<file path="config.mk">
export PLATFORM = sky130hd
export DESIGN_NAME = jtcontra_gfx_rom
export DESIGN_NICKNAME = d
export VERILOG_FILES = /design/src/rtl/jtcontra_gfx_rom.sv
export SDC_FILE = /design/constraint.sdc
export NUM_CORES = 1
export LEC_CHECK = 0
export CAP_MARGIN = 20
export CORE_MARGIN = 4
export CORE_UTILIZATION = 50
export DETAILED_ROUTE_END_ITERATION = 7
export PLACE_DENSITY = 0.75
export SYNTH_ARGS = -nofsm -noshare
export SYNTH_HDL_FRONTEND = slang
export SYNTH_SLANG_ARGS = --single-unit
export TNS_END_PERCENT = 100
</file>
<file path="constraint.sdc">
create_clock -name clk24 -period 9.5 [get_ports clk24]
set_clock_uncertainty 0.1 [all_clocks]
set_input_delay 1.9 -clock clk24 [delete_from_list [all_inputs] [get_ports clk24]]
set_output_delay 1.9 -clock clk24 [all_outputs]
set_load 0.01 [all_outputs]
</file>
<file path="src/rtl/jtcontra_gfx_rom.sv">
// ROM fetch responder for the 007121 tile/object renderer: a 2-entry cache in
// front of a single-outstanding-read SDRAM req/ack/data_rdy handshake.
module jtcontra_gfx_rom #(
  parameter int unsigned     AW     = 18,
  parameter int unsigned     SAW    = 22,
  parameter logic [SAW-1:0]  OFFSET = '0
) (
  input  logic           clk24,
  input  logic           rst,
  input  logic           flush,
  input  logic           rom_cs,
  input  logic [AW-1:0]  rom_addr,
  output logic [15:0]    rom_data,
  output logic           rom_ok,
  output logic           sdram_req,
  output logic [SAW-1:0] sdram_addr,
  input  logic           sdram_ack,
  input  logic           data_rdy,
  input  logic [15:0]    data_read
);

  typedef enum logic [1:0] {ST_IDLE, ST_REQ, ST_WAIT} state_t;

  state_t         state_q, state_d;
  logic [AW-1:0]  pend_addr_q, pend_addr_d;
  logic           sdram_req_q, sdram_req_d;
  logic [SAW-1:0] sdram_addr_q, sdram_addr_d;
  logic           rom_ok_q, rom_ok_d;
  logic [15:0]    rom_data_q, rom_data_d;
  logic [1:0]     valid_q, valid_d;
  logic           ptr_q, ptr_d;
  logic [AW-1:0]  tag_q  [2];
  logic [AW-1:0]  tag_d  [2];
  logic [15:0]    data_q [2];
  logic [15:0]    data_d [2];

  logic hit0, hit1, hit;

  assign hit0 = valid_q[0] & (tag_q[0] == rom_addr);
  assign hit1 = valid_q[1] & (tag_q[1] == rom_addr);
  assign hit  = rom_cs & (hit0 | hit1);

  // NOTE: every always_comb output gets its hold/default value first, so no
  // path through the block leaves a signal unassigned and no latch is inferred.
  always_comb begin
    state_d      = state_q;
    pend_addr_d  = pend_addr_q;
    sdram_req_d  = sdram_req_q;
    sdram_addr_d = sdram_addr_q;
    rom_ok_d     = 1'b0;
    rom_data_d   = rom_data_q;
    valid_d      = valid_q;
    ptr_d        = ptr_q;
    tag_d        = tag_q;
    data_d       = data_q;

    if (hit) begin
      rom_ok_d   = 1'b1;
      rom_data_d = hit0 ? data_q[0] : data_q[1];
    end else if (state_q == ST_WAIT && data_rdy) begin
      // Forward the fill straight to the renderer if it is still asking for it
      rom_ok_d   = rom_cs & (rom_addr == pend_addr_q);
      rom_data_d = data_read;
    end

    unique case (state_q)
      ST_IDLE: begin
        if (rom_cs && !hit && !flush) begin
          pend_addr_d  = rom_addr;
          sdram_addr_d = OFFSET + SAW'(rom_addr);
          sdram_req_d  = 1'b1;
          state_d      = ST_REQ;
        end
      end
      ST_REQ: begin
        if (sdram_ack) begin
          sdram_req_d = 1'b0;
          state_d     = ST_WAIT;
        end
      end
      ST_WAIT: begin
        if (data_rdy) begin
          state_d = ST_IDLE;
          if (!flush) begin
            tag_d[ptr_q]   = pend_addr_q;
            data_d[ptr_q]  = data_read;
            valid_d[ptr_q] = 1'b1;
            ptr_d          = ~ptr_q;
          end
        end
      end
      default: state_d = ST_IDLE;
    endcase

    if (flush) begin
      valid_d  = 2'b00;
      rom_ok_d = 1'b0;
    end
  end

  // NOTE: sequential state uses non-blocking assignments only, so every flop
  // samples the pre-edge value regardless of statement order.
  always_ff @(posedge clk24) begin
    if (rst) begin
      state_q      <= ST_IDLE;
      sdram_req_q  <= 1'b0;
      sdram_addr_q <= OFFSET;
      rom_ok_q     <= 1'b0;
      rom_data_q   <= 16'h0000;
      valid_q      <= 2'b00;
      ptr_q        <= 1'b0;
    end else begin
      state_q      <= state_d;
      sdram_req_q  <= sdram_req_d;
      sdram_addr_q <= sdram_addr_d;
      rom_ok_q     <= rom_ok_d;
      rom_data_q   <= rom_data_d;
      valid_q      <= valid_d;
      ptr_q        <= ptr_d;
    end
  end

  // NOTE: tag/data storage and the pending address are not reset; the valid
  // bits and the FSM state fully qualify them, which keeps the arrays plain RAM.
  always_ff @(posedge clk24) begin
    pend_addr_q <= pend_addr_d;
    tag_q       <= tag_d;
    data_q      <= data_d;
  end

  assign rom_ok     = rom_ok_q;
  assign rom_data   = rom_data_q;
  assign sdram_req  = sdram_req_q;
  assign sdram_addr = sdram_addr_q;

endmodule

</file>
After elaboration in Yosys (flattened, before gate mapping)
Index checks and enable logic that the tools add are counted.
- flip-flop bits (word level): 127
- input bits: 40
- output and inout port bits: 40
- order comparisons: 4
- equality and inequality tests: 8
- mux-type cells: 20
- bitwise logic cells: 9
- reductions and logical operators: 16
- operators with widths (operator ; count):
    2-to-1 mux 16 bit ; 4
    == test 18 bit ; 3
    bitwise mux 36 bit ; 1
    bitwise mux 32 bit ; 1
    demux 18 bit (select 1 bit) ; 1
    2-to-1 mux 18 bit ; 1
    demux 16 bit (select 1 bit) ; 1
    AND reduction 3 bit ; 3
    2-to-1 mux 2 bit ; 3
    inequality test 2 bit, second input constant ; 3
    one-hot mux 2 bit (3 select lines) ; 1
    logical AND 1 bit ; 5
    2-to-1 mux 1 bit ; 5
    AND 1 bit ; 4
    AND reduction 2 bit ; 2
    nonzero test 2 bit ; 2
    == test 2 x 1 -> 1 bit, second input constant ; 1
    == test 2 bit, second input constant ; 1
    greater-or-equal comparator 2 bit, second input constant ; 1
    logical NOT 1 bit ; 2
    logical NOT 2 bit ; 1
    less-than comparator 1 x 2 -> 1 bit, second input constant ; 1
    less-than comparator 2 x 1 -> 1 bit, second input constant ; 1
    inverter 1 bit ; 2
    other kinds (7) ; 7

Longest topological paths before layout
- word-level depth: 9
- depth in mapped cells: 8
- gate-level depth less buffers: 6

Worst setup path after synthesis
OpenSTA, ideal clock, no wires.
- path type: input to register
- start point: input data_rdy
- end point: register data_q[0] (netlist bit) (enable)
- setup time: 475 ps
- data arrival time: 4745 ps
- path slack: 4179 ps
- buffers on the path: 1
- stages on the path: 3
- cell sequence: nand3b_1 clkbuf_1 nor3b_1
- word-level cells in the longest chain between the ends: 1
- RTL lines (element ; RTL line ; source):
    start, declared ; 18 ; input logic data_rdy,
    AND reduction 3 bit (no source line) ; - ;
    end signal, assigned ; 128 ; data_q <= data_d;
    end, declared ; 34 ; logic [15:0] data_q [2];
No other way between the ends.
A chain may end at the register's enable or synchronous reset.

Worst setup path in the final report
- start point: input rom_addr[9]
- end point: register rom_data_q[12] (netlist: rom_data[12])
- word-level cells in the longest chain between the ends: 5
- RTL lines (element ; RTL line ; source):
    start, declared ; 12 ; input logic [AW-1:0] rom_addr,
    == test 18 bit (on tied branches) ; 39, 40 ;
    AND 1 bit (on tied branches) ; 39, 40 ;
    bitwise OR 1 bit ; 41 ; assign hit = rom_cs & (hit0 | hit1);
    AND 1 bit ; 41 ;
    2-to-1 mux 16 bit or nonzero test 2 bit (tied branches) ; - ;
    end signal, assigned ; 117 ; rom_data_q <= rom_data_d;
    end, declared ; 29 ; logic [15:0] rom_data_q, rom_data_d;
Several ways; a longest one is shown, not always the timed one.

==> flow_metrics.py <==
metrics = {
    "power": {
        "p_comb_share_pct": 6.4,
        "pwr-share-clk_pct": 46.4,
        "pwr_density_cell_nw_per_um2": 191,
        "p_int_mw": 1.01,
        "pwr-share-seq_pct": 47.2,
        "switchingPower_mw": 0.278,
        "ir_drop_mv": 0.113,
        "p_leak_nw": 2.28,
        "swShare_pct": 21.6,
    },
    "synthesis": {
        "syn_inst": 383,
        "yosysMostFrequentCell": "edfxtp_1",
        "synth-seq-area-share_pct": 64.4,
        "synth_top_area_cell": "edfxtp_1",
        "synth_cell_types": 35,
        "synth_area_leaders": "edfxtp_1, dfxtp_1, xnor2_1, mux2i_1, a211oi_1",
        "synth.cell_area_um2": 5280,
        "synth_seq_cells": 127,
        "synthTopCellsByCount": "edfxtp_1, xnor2_1, dfxtp_1, nand2b_1, mux2i_1",
        "synth-edff-count": 86,
        "synth_ff_type": "edfxtp_1",
        "synth_warnings": 0,
        "avgSynthCellArea_um2": 13.8,
        "synth_top_area_share_pct": 48.9,
        "synthArstFlopShare_pct": 0,
    },
    "sta": {
        "maxSlewViolCount": 0,
        "tightest_slew_ns": 0.878,
        "setup_viol": 0,
        "fin_crit_ns": 4.29,
        "hold_violations": 0,
        "setup-tns-final_ns": 0,
        "max_freq_ghz": 0.233,
        "relSlewSlack_pct": 41.4,
        "finalCritPeriodShare_pct": 45.2,
        "rsz0062_at_grt": "no",
    },
    "clocking": {
        "cts-htree-levels": 4,
        "post_cts_buffers": 0,
        "clockRootBuffer": "clkbuf_8",
        "clk_pin_slew_worst_paths_ns": 0.06,
        "clock_path_buffers": 2,
        "cts_buffers": 17,
        "cts_sinks": 127,
        "cts_tree": "yes",
        "cts_hold_buf": 0,
        "clk_latency_ns": 0.52,
        "cts_resized": 0,
    },
    "die": {
        "num_rows": 37,
        "dieWidth_um": 111,
        "initial_core_util_pct": 51.2,
        "die_y_um": 111,
        "fp.coreArea_um2": 10300,
        "pin_count": 80,
        "fp.dieArea_um2": 12300,
    },
    "placement": {
        "io_buffers": 75,
        "hpwlAfterDp_mm": 7.11,
        "gp_congestion": 0.864,
        "dpl-instance-area_um2": 6130,
    },
    "global_routing": {
        "grt_max_degree": 60,
        "grt_pass1_wl_mm": 17.8,
        "grt_pass1_vias": 3373,
        "grt.total_usage_pct": 18.4,
        "grt_overflow": 0,
        "antenna_found_initial": 0,
    },
    "route": {
        "wl_mm": 10.8,
        "viasPerCell": 5.40,
        "drt_iter0_drc": 202,
        "dr.pass1.iters": 5,
        "wl_per_cell_um": 17.6,
        "drc": 0,
        "vias": 3318,
        "final_antenna_net_count": 0,
    },
    "flow_run": {
        "drv_cap": 0,
    },
    "critical_path": {
        "regToRegEndpoint": "rom_data[12]$_SDFFE_PP0P_",
        "worstRegToRegCells": 7,
        "critPathCaptureType": "flip-flop",
        "critPathLaunch": "rom_addr[9]",
        "r2r_start": "tag_q[27]$_DFFE_PP_",
        "critPathKind": "in2reg",
        "critical_path_arrival_ns": 4.61,
        "r2r_slack_ns": 6.83,
        "path_max_fanout": 17,
        "crit_required_ns": 9.81,
        "start_kind": "primary input",
        "crit_end": "rom_data[12]$_SDFFE_PP0P_",
    },
    "finish": {
        "area_growth_pct": 27.1,
        "postLayoutCellArea_um2": 6720,
        "nets": 506,
        "drive_gt1_share_pct": 8.98,
        "antenna_cells": 0,
    },
    "hold_path": {
        "worstHoldPathType": "reg2reg",
    },
    "status": {
        "outcome": "completed",
    },
}
==> critical path, cell delays in order <==
cell and delay (ns):
clkdlybuf4s50_1 0.54, xnor2_1 0.34, nand4_1 0.17, nor4b_2 0.43, a32o_1 0.66, buf_8 0.24, a211oi_1 0.07, a211oi_1 0.24
==> how the worst min path moves through the flow <==
| stage | start | end | depth (start not counted) |
|---|---|---|---|
| final | sdram_addr[10]$_SDFFE_PP0P_ | sdram_addr[10]$_SDFFE_PP0P_ | 2 |
| after floorplan | pend_addr_q[0]$_DFFE_PP_ | tag_q[0]$_DFFE_PP_ | 0 |
| after detailed placement | sdram_addr[2]$_SDFFE_PP0P_ | sdram_addr[2]$_SDFFE_PP0P_ | 2 |
| after CTS | sdram_addr[10]$_SDFFE_PP0P_ | sdram_addr[10]$_SDFFE_PP0P_ | 2 |
| after global routing | sdram_addr[10]$_SDFFE_PP0P_ | sdram_addr[10]$_SDFFE_PP0P_ | 2 |
| after global placement | sdram_addr[11]$_SDFFE_PP0P_ | sdram_addr[11]$_SDFFE_PP0P_ | 2 |
==> routing by layer <==
metal,track usage (%),wire [um]
met2,29.4,5260
met5,0,0
met4,6.08,185
met3,6.22,571
met1,23.5,4830
==> sequential cells by signal, summed over array words and instances, names as in the netlist, 2 cells and up <==
signal,count
sdram_addr,18
data_q,32
pend_addr_q,18
tag_q,36
state_q,2
rom_data,16
valid_q,2
==> kinds of logic after synthesis <==
kind of cell,share of synthesized area (%)
AOI/OAI and AO/OA,5.83
xor gates and xnor gates,8.96
buffers and inverters,2.39
DFF,64.4
muxes,6.44
other,0.0710
and+or+nand+nor,11.9
==> layout make-up <==
| class | count | area [um^2] |
|---|---|---|
| Fill cell | 796 | 3610 |
| Sequential cell | 127 | 3400 |
| Multi-Input combinational cell | 236 | 1770 |
| Timing Repair Buffer | 81 | 811 |
| Clock buffer | 21 | 459 |
| Tap cell | 136 | 170 |
| Clock inverter | 11 | 91.3 |
| Inverter | 3 | 11.3 |
==> cell usage in the layout (no fill, tap or decap), types with 5 or more instances in the layout <==
cell type,netlist,final
edfxtp_1,86,86
clkdlybuf4s50_1,0,74
xnor2_1,48,48
dfxtp_1,41,41
nand2b_1,36,36
mux2i_1,34,34
a211oi_1,33,33
nand4_1,19,19
and2_1,18,17
clkbuf_16,0,16
nor2_1,6,6
xor2_1,6,6
clkinv_2,0,6
nor4_1,5,5
nor3_1,5,5
==> stage by stage <==
stage / hold WS [ns] / utilization [%] / power [mW] / cells / setup slack (ns)
floorplan: 0.366 / - / 0.657 / 386 / 4.18
global placement: 0.359 / 59.4 / 0.697 / 581 / 4.70
detailed placement: 0.359 / 59.4 / 0.700 / 581 / 4.57
CTS: 0.375 / 64.7 / 1.30 / 613 / 5.09
global route: 0.391 / 65.0 / 1.33 / 615 / 5.09
finish: 0.370 / 65.0 / 1.29 / 615 / 5.21
==> power groups by stage <==
stage	registers, mW	logic (mW)	clock network, mW
after CTS	0.607	0.0822	0.607
final	0.607	0.0824	0.596
after detailed placement	0.618	0.0815	0
after floorplan	0.620	0.0371	0
after global routing	0.608	0.0892	0.636
after global placement	0.618	0.0797	0
Note: power is estimated with default switching activity, not from simulation.
